File: src/rtl/esn_reservoir_seq.sv
// Echo-state-network reservoir update engine, time-multiplexed onto one MAC.
// Computes x[t+1] = act(W*x[t] + Win*u[t]) one product per cycle, row by row,
// into a shadow buffer; the visible state only changes on the commit cycle.
//
// Ports:
//   clk, rst            clock, synchronous active-high reset
//   w_we/w_row/w_col/   run-time weight write; w_col==N addresses Win[row]
//   w_data
//   w_err               one-cycle pulse: last write was dropped
//   clear_state         zero the state vector (IDLE only, beats u_valid)
//   u_valid/u_ready/    input sample handshake
//   u_data
//   x_valid             one-cycle pulse: x_state holds a fresh state
//   x_state             neuron i at [i*DW +: DW]
//   busy                update in progress
module esn_reservoir_seq #(
  parameter int N    = 7,
  parameter int DW   = 16,
  parameter int FRAC = 8,
  parameter int ACT  = 0
) (
  input  logic                     clk,
  input  logic                     rst,
  input  logic                     w_we,
  input  logic [$clog2(N)-1:0]     w_row,
  input  logic [$clog2(N+1)-1:0]   w_col,
  input  logic [DW-1:0]            w_data,
  output logic                     w_err,
  input  logic                     clear_state,
  input  logic                     u_valid,
  output logic                     u_ready,
  input  logic [DW-1:0]            u_data,
  output logic                     x_valid,
  output logic [N*DW-1:0]          x_state,
  output logic                     busy
);

  localparam int RW = $clog2(N);
  localparam int CW = $clog2(N+1);
  // Sum of N+1 full-width products cannot overflow this width.
  localparam int AW = 2*DW + CW;

  localparam logic signed [AW-1:0] SAT_MAX  = {{(AW-DW+1){1'b0}}, {(DW-1){1'b1}}};
  localparam logic signed [AW-1:0] SAT_MIN  = {{(AW-DW+1){1'b1}}, {(DW-1){1'b0}}};
  localparam logic signed [AW-1:0] CLIP_MAX = AW'(1) << FRAC;
  localparam logic signed [AW-1:0] CLIP_MIN = -CLIP_MAX;

  typedef enum logic [1:0] {S_IDLE, S_MAC, S_COMMIT} state_e;

  state_e                  state_q;
  logic [RW-1:0]           row_q;
  logic [CW-1:0]           col_q;
  logic signed [AW-1:0]    acc_q;
  logic [DW-1:0]           u_q;
  logic [N-1:0][DW-1:0]    x_q;
  logic [N-1:0][DW-1:0]    shadow_q;
  logic                    x_valid_q;
  logic                    w_err_q;

  // Weight store: row-major, column N holds the input weight. Not reset.
  logic signed [DW-1:0]    w_mem [N][N+1];

  logic                    w_ok;
  logic signed [DW-1:0]    op;
  logic signed [DW-1:0]    wt;
  logic signed [2*DW-1:0]  prod;
  logic signed [AW-1:0]    sum_d;
  logic signed [AW-1:0]    shifted;
  logic [DW-1:0]           act_d;

  assign w_ok = (state_q == S_IDLE) && (int'(w_row) < N) && (int'(w_col) <= N);

  always_ff @(posedge clk) begin
    if (w_we && w_ok) w_mem[w_row][w_col] <= w_data;
  end

  // Operand mux: old state for recurrent columns, latched sample for column N.
  always_comb begin
    op = $signed(u_q);
    for (int i = 0; i < N; i++)
      if (col_q == CW'(i)) op = $signed(x_q[i]);
  end

  assign wt      = w_mem[row_q][col_q];
  assign prod    = op * wt;
  assign sum_d   = acc_q + {{CW{prod[2*DW-1]}}, prod};
  assign shifted = sum_d >>> FRAC;  // floor toward -inf

  always_comb begin
    act_d = shifted[DW-1:0];
    if (ACT == 1) begin
      if (shifted > CLIP_MAX)      act_d = CLIP_MAX[DW-1:0];
      else if (shifted < CLIP_MIN) act_d = CLIP_MIN[DW-1:0];
    end else begin
      if (shifted > SAT_MAX)       act_d = SAT_MAX[DW-1:0];
      else if (shifted < SAT_MIN)  act_d = SAT_MIN[DW-1:0];
    end
  end

  always_ff @(posedge clk) begin
    if (rst) begin
      state_q   <= S_IDLE;
      row_q     <= '0;
      col_q     <= '0;
      acc_q     <= '0;
      u_q       <= '0;
      x_q       <= '0;
      shadow_q  <= '0;
      x_valid_q <= 1'b0;
      w_err_q   <= 1'b0;
    end else begin
      x_valid_q <= 1'b0;
      w_err_q   <= w_we && !w_ok;
      case (state_q)
        S_IDLE: begin
          if (clear_state) begin
            x_q <= '0;
          end else if (u_valid) begin
            u_q     <= u_data;
            row_q   <= '0;
            col_q   <= '0;
            acc_q   <= '0;
            state_q <= S_MAC;
          end
        end
        S_MAC: begin
          if (col_q == CW'(N)) begin
            for (int i = 0; i < N; i++)
              if (row_q == RW'(i)) shadow_q[i] <= act_d;
            acc_q <= '0;
            col_q <= '0;
            if (row_q == RW'(N-1)) state_q <= S_COMMIT;
            else                   row_q   <= row_q + 1'b1;
          end else begin
            acc_q <= sum_d;
            col_q <= col_q + 1'b1;
          end
        end
        S_COMMIT: begin
          x_q       <= shadow_q;
          x_valid_q <= 1'b1;
          state_q   <= S_IDLE;
        end
        default: state_q <= S_IDLE;
      endcase
    end
  end

  assign u_ready = (state_q == S_IDLE) && !clear_state;
  assign busy    = (state_q != S_IDLE);
  assign x_valid = x_valid_q;
  assign w_err   = w_err_q;
  assign x_state = x_q;

endmodule

File: config.mk
export PLATFORM = sky130hd
export DESIGN_NAME = esn_reservoir_seq
export DESIGN_NICKNAME = d
export VERILOG_FILES = /design/src/rtl/esn_reservoir_seq.sv
export SDC_FILE = /design/constraint.sdc
export NUM_CORES = 2
export LEC_CHECK = 0
export BUFFER_PORTS_ARGS = -buffer_cell sky130_fd_sc_hd__buf_4
export CORE_ASPECT_RATIO = 0.5
export CORE_MARGIN = 2
export CORE_UTILIZATION = 45
export DETAILED_ROUTE_END_ITERATION = 7
export GPL_ROUTABILITY_DRIVEN = 0
export SYNTH_ARGS = -nofsm -noshare
export SYNTH_HDL_FRONTEND = slang
export SYNTH_SLANG_ARGS = --single-unit
File: constraint.sdc
create_clock -name clk -period 14 [get_ports clk]
set_input_delay 1.4 -clock clk [delete_from_list [all_inputs] [get_ports clk]]
set_output_delay 1.4 -clock clk [all_outputs]
set_load 0.01 [all_outputs]
==> results.txt <==
The total detailed-routing wirelength is 153000 um. Across the run, the number of max-cap violations was 0. The initial antenna violation count was 7; the post-CTS repair timing setup buffer count was 0. The run gives 127000 sq um as the core footprint. Ranked by total cell area, the synthesized netlist is headed by edfxtp_1 (47%), dfxtp_1 (10%), fa_1 (9.2%), mux4_2 (7.8%), nand2_1 (3.0%). Startpoint class of the critical path: a register.

In the final layout, flip-flops and latches occupy 32700 sq um. The synthesized design spends more area on one cell type than any other, namely edfxtp_1. The logs give 3855 for the number of design-rule violations left by the first detailed-router iteration and 84 for the largest net degree at the start of global routing. The flow ran to the end, and the final reports show no timing, DRC or antenna violations.

Summing every instance area after synthesis gives 57800 sq um. Before antenna repair, the detailed router went through 6 iterations. Including well taps, the total number of placed cells is 6085. The filler cells instantiated in the layout total 10700. The number of hold-repair buffers added at the cts stage was 0.

The number of synthesized register bits was 1184; the minimum period implied by the final worst setup slack was 13.30 ns. The run gives 0 as the number of max-slew violations in the final report. Hold is met by 0.458 ns. The library cell used as clock root buffer is clkbuf_16.

The clock arrives with 0.0604 ns of skew. In this design, the critical path's most frequently occurring cell is fa_1. In this run the remaining antenna-violating nets after routing total 0. The run gives 0.0856 as the relative slew slack. The tools report the required arrival time at the worst endpoint as 14.51 ns. After technology mapping, the gate count stands at 4341. Ranked by instance count, the synthesized netlist is headed by edfxtp_1 (896), nand2_1 (461), inv_1 (327). STA classifies the critical path endpoint as a register. The clock passes through at most 3 buffers. The worst setup path is of the reg2reg kind. The number of nets in the synthesized netlist is 4777, and the maximum fanout along the worst path is 27. For this design the static power due to leakage is 0.0226 uW.

The final period utilization was 0.950; the area of the die was 131000 sq um. For the post-DP HPWL, the log shows 102000 um. Yosys instantiated no cell more often than edfxtp_1. The I/O pin count is 159, and the number of synthesized flops with an enable pin is 896. For the largest voltage drop on the vdd net, the log shows 0.310 mV.

At the end of the flow, the number of nets in the layout was 4934. Setup repair after global routing left no endpoint under its margin. The via count was 35900.

In this run the worst hold path is classified as reg2reg. Dividing the detail-routed via count by the number of cells gives 5.72. The run gives 0 ns as the sum of negative setup slack. The total of warnings raised by yosys is 0, and the fraction of synthesized cell area taken by the top area cell type is 0.466.

The clock buffer count from CTS came out at 103. Count of buffers from port buffering: 158. After synthesis, the mean cell area works out to 13.3 sq um. The run gives 12300 uW as the post-layout total power. The fraction of layout cells with a size suffix above 1 is 0.152, and the post-cts gate resize count is 0.

The dominant register cell in the synthesized netlist is edfxtp_1. Number of global-route vias before repair: 35400. The post-CTS clock slew at the launch and capture registers of the worst setup and hold paths is 0.06 ns, and the fraction of synthesis flops using an asynchronous set or reset pin is 0. TritonCTS built the clock tree.

The transition time at the pin with the least slew margin works out to 1.37 ns. The first global-routing pass estimated 229000 um of wire. The starting density of the core is 0.456. The delay of the slowest cell on the worst path was 1.01 ns. After detailed routing, the average wire length per cell comes to 24.4 um. Setup violations remaining at the end of the flow were counted as 0. The tools report the final cell count without fillers as 6274. Slowest library cell on the worst path: o21ai_1. The floorplan has 92 rows.

The die is 511 um wide. At the placement stage, the worst setup path has a slack of 0.942 ns. The logs give 23000 sq um for the multi-input combinational cell area and 0.72 ns for the clock latency at the later pin of the worst-skew pair.

The part of the Yosys area used for sequential elements was 0.566. The H-tree level count is 3, and the count of distinct cell types in the synthesized netlist is 79. For this design the ratio of total power to cell area is 191 nW/um^2. Signal arrival time at the worst endpoint: 13.82 ns.

Relative to the synthesized area, the layout overhead comes to 11.6%. Static timing analysis puts the maximum clock frequency at 0.0752 GHz. The run gives 1184 as the total clock sinks.

From bottom edge to top edge, the die measures 257 um. The logs give 0.232 for the global router's overall resource usage and 0 for the post-detailed-route DRC marker count. For the overall overflow remaining after global route, the log shows 0. The number of endpoints with negative hold slack in the final report was 0; the worst-case setup margin in the final layout was 0.695 ns.
power breakdown:
group | switching, uW | internal (uW)
logic | 3690 | 1960
registers | 13.8 | 3800
clock network | 1300 | 1510
stage by stage:
stage	cell area, sq um	utilization
finish	64400	0.509
global route	64400	0.509
CTS	64400	0.509
detailed placement	61200	0.483
global placement	61200	0.483
floorplan	57800	-
area by class of cell:
| class | instances | share of cell area |
|---|---|---|
| Tap cell | 1692 | 0.0329 |
| Clock buffer | 137 | 0.0431 |
| Antenna cell | 2 | 0.0000777 |
| Multi-Input combinational cell | 2600 | 0.356 |
| Inverter | 328 | 0.0191 |
| Clock inverter | 50 | 0.00750 |
| Timing Repair Buffer | 281 | 0.0337 |
| Sequential cell | 1184 | 0.507 |
state kept, by name, indices dropped and copies added (netlist names), named ones only:
name      count
row_q         3
shadow_q    112
acc_q        35
col_q         3
x_state     112
u_q          16
w_mem       896
x_valid       1
state_q       2
w_err         1
critical path: cells and delay by family, from the launching register on:
kind	cells	cell delay, ns
buffers and inverters	6	0.74
AOI/OAI and AO/OA	18	4.43
and+or+nand+nor	10	3.41
muxes	1	0.23
DFF	1	0.31
adders and majority gates	9	3.93
per-layer routing:
metal,vias up,global-route usage,part of all wire
li1,16000,-,-
met1,18300,0.333,0.44
met2,1335,0.373,0.47
met3,210,0.0369,0.073
met4,8,0.0533,0.021
met5,-,0,0.00031
cells in the final DEF, fill, tap and decap left out, types with 103 or more instances in the layout:
cell,n
edfxtp_1,896
nand2_1,461
inv_1,327
nor2_1,286
dfxtp_1,284
buf_4,276
fa_1,264
a21oi_1,234
mux4_2,201
o21ai_0,173
mux2i_1,163
ha_1,129
a31oi_1,114
a22o_1,112
clkbuf_16,103
worst paths after layout:
kind,startpoint,to,slack [ns],cells past startpoint
max,col_q[1]$_SDFFE_PP0P_,shadow_q[101]$_SDFFE_PP0P_,0.70,44
min,shadow_q[63]$_SDFFE_PP0P_,shadow_q[63]$_SDFFE_PP0P_,0.46,2
max reg2reg,col_q[1]$_SDFFE_PP0P_,shadow_q[101]$_SDFFE_PP0P_,0.70,44
min reg2reg,shadow_q[63]$_SDFFE_PP0P_,shadow_q[63]$_SDFFE_PP0P_,0.46,2
logic make-up (layout without fill, tap and decap cells):
group,count (synthesis),in the layout,synth area share
simple gates,984,984,0.0735
compound gates,802,802,0.0869
buf+inv,557,796,0.0388
xor+xnor,57,57,0.00901
mux,364,364,0.107
other cells,0,2,0
flops,1184,1184,0.566
fa+ha+maj,393,393,0.119
Power figures use the tool's default switching activity.
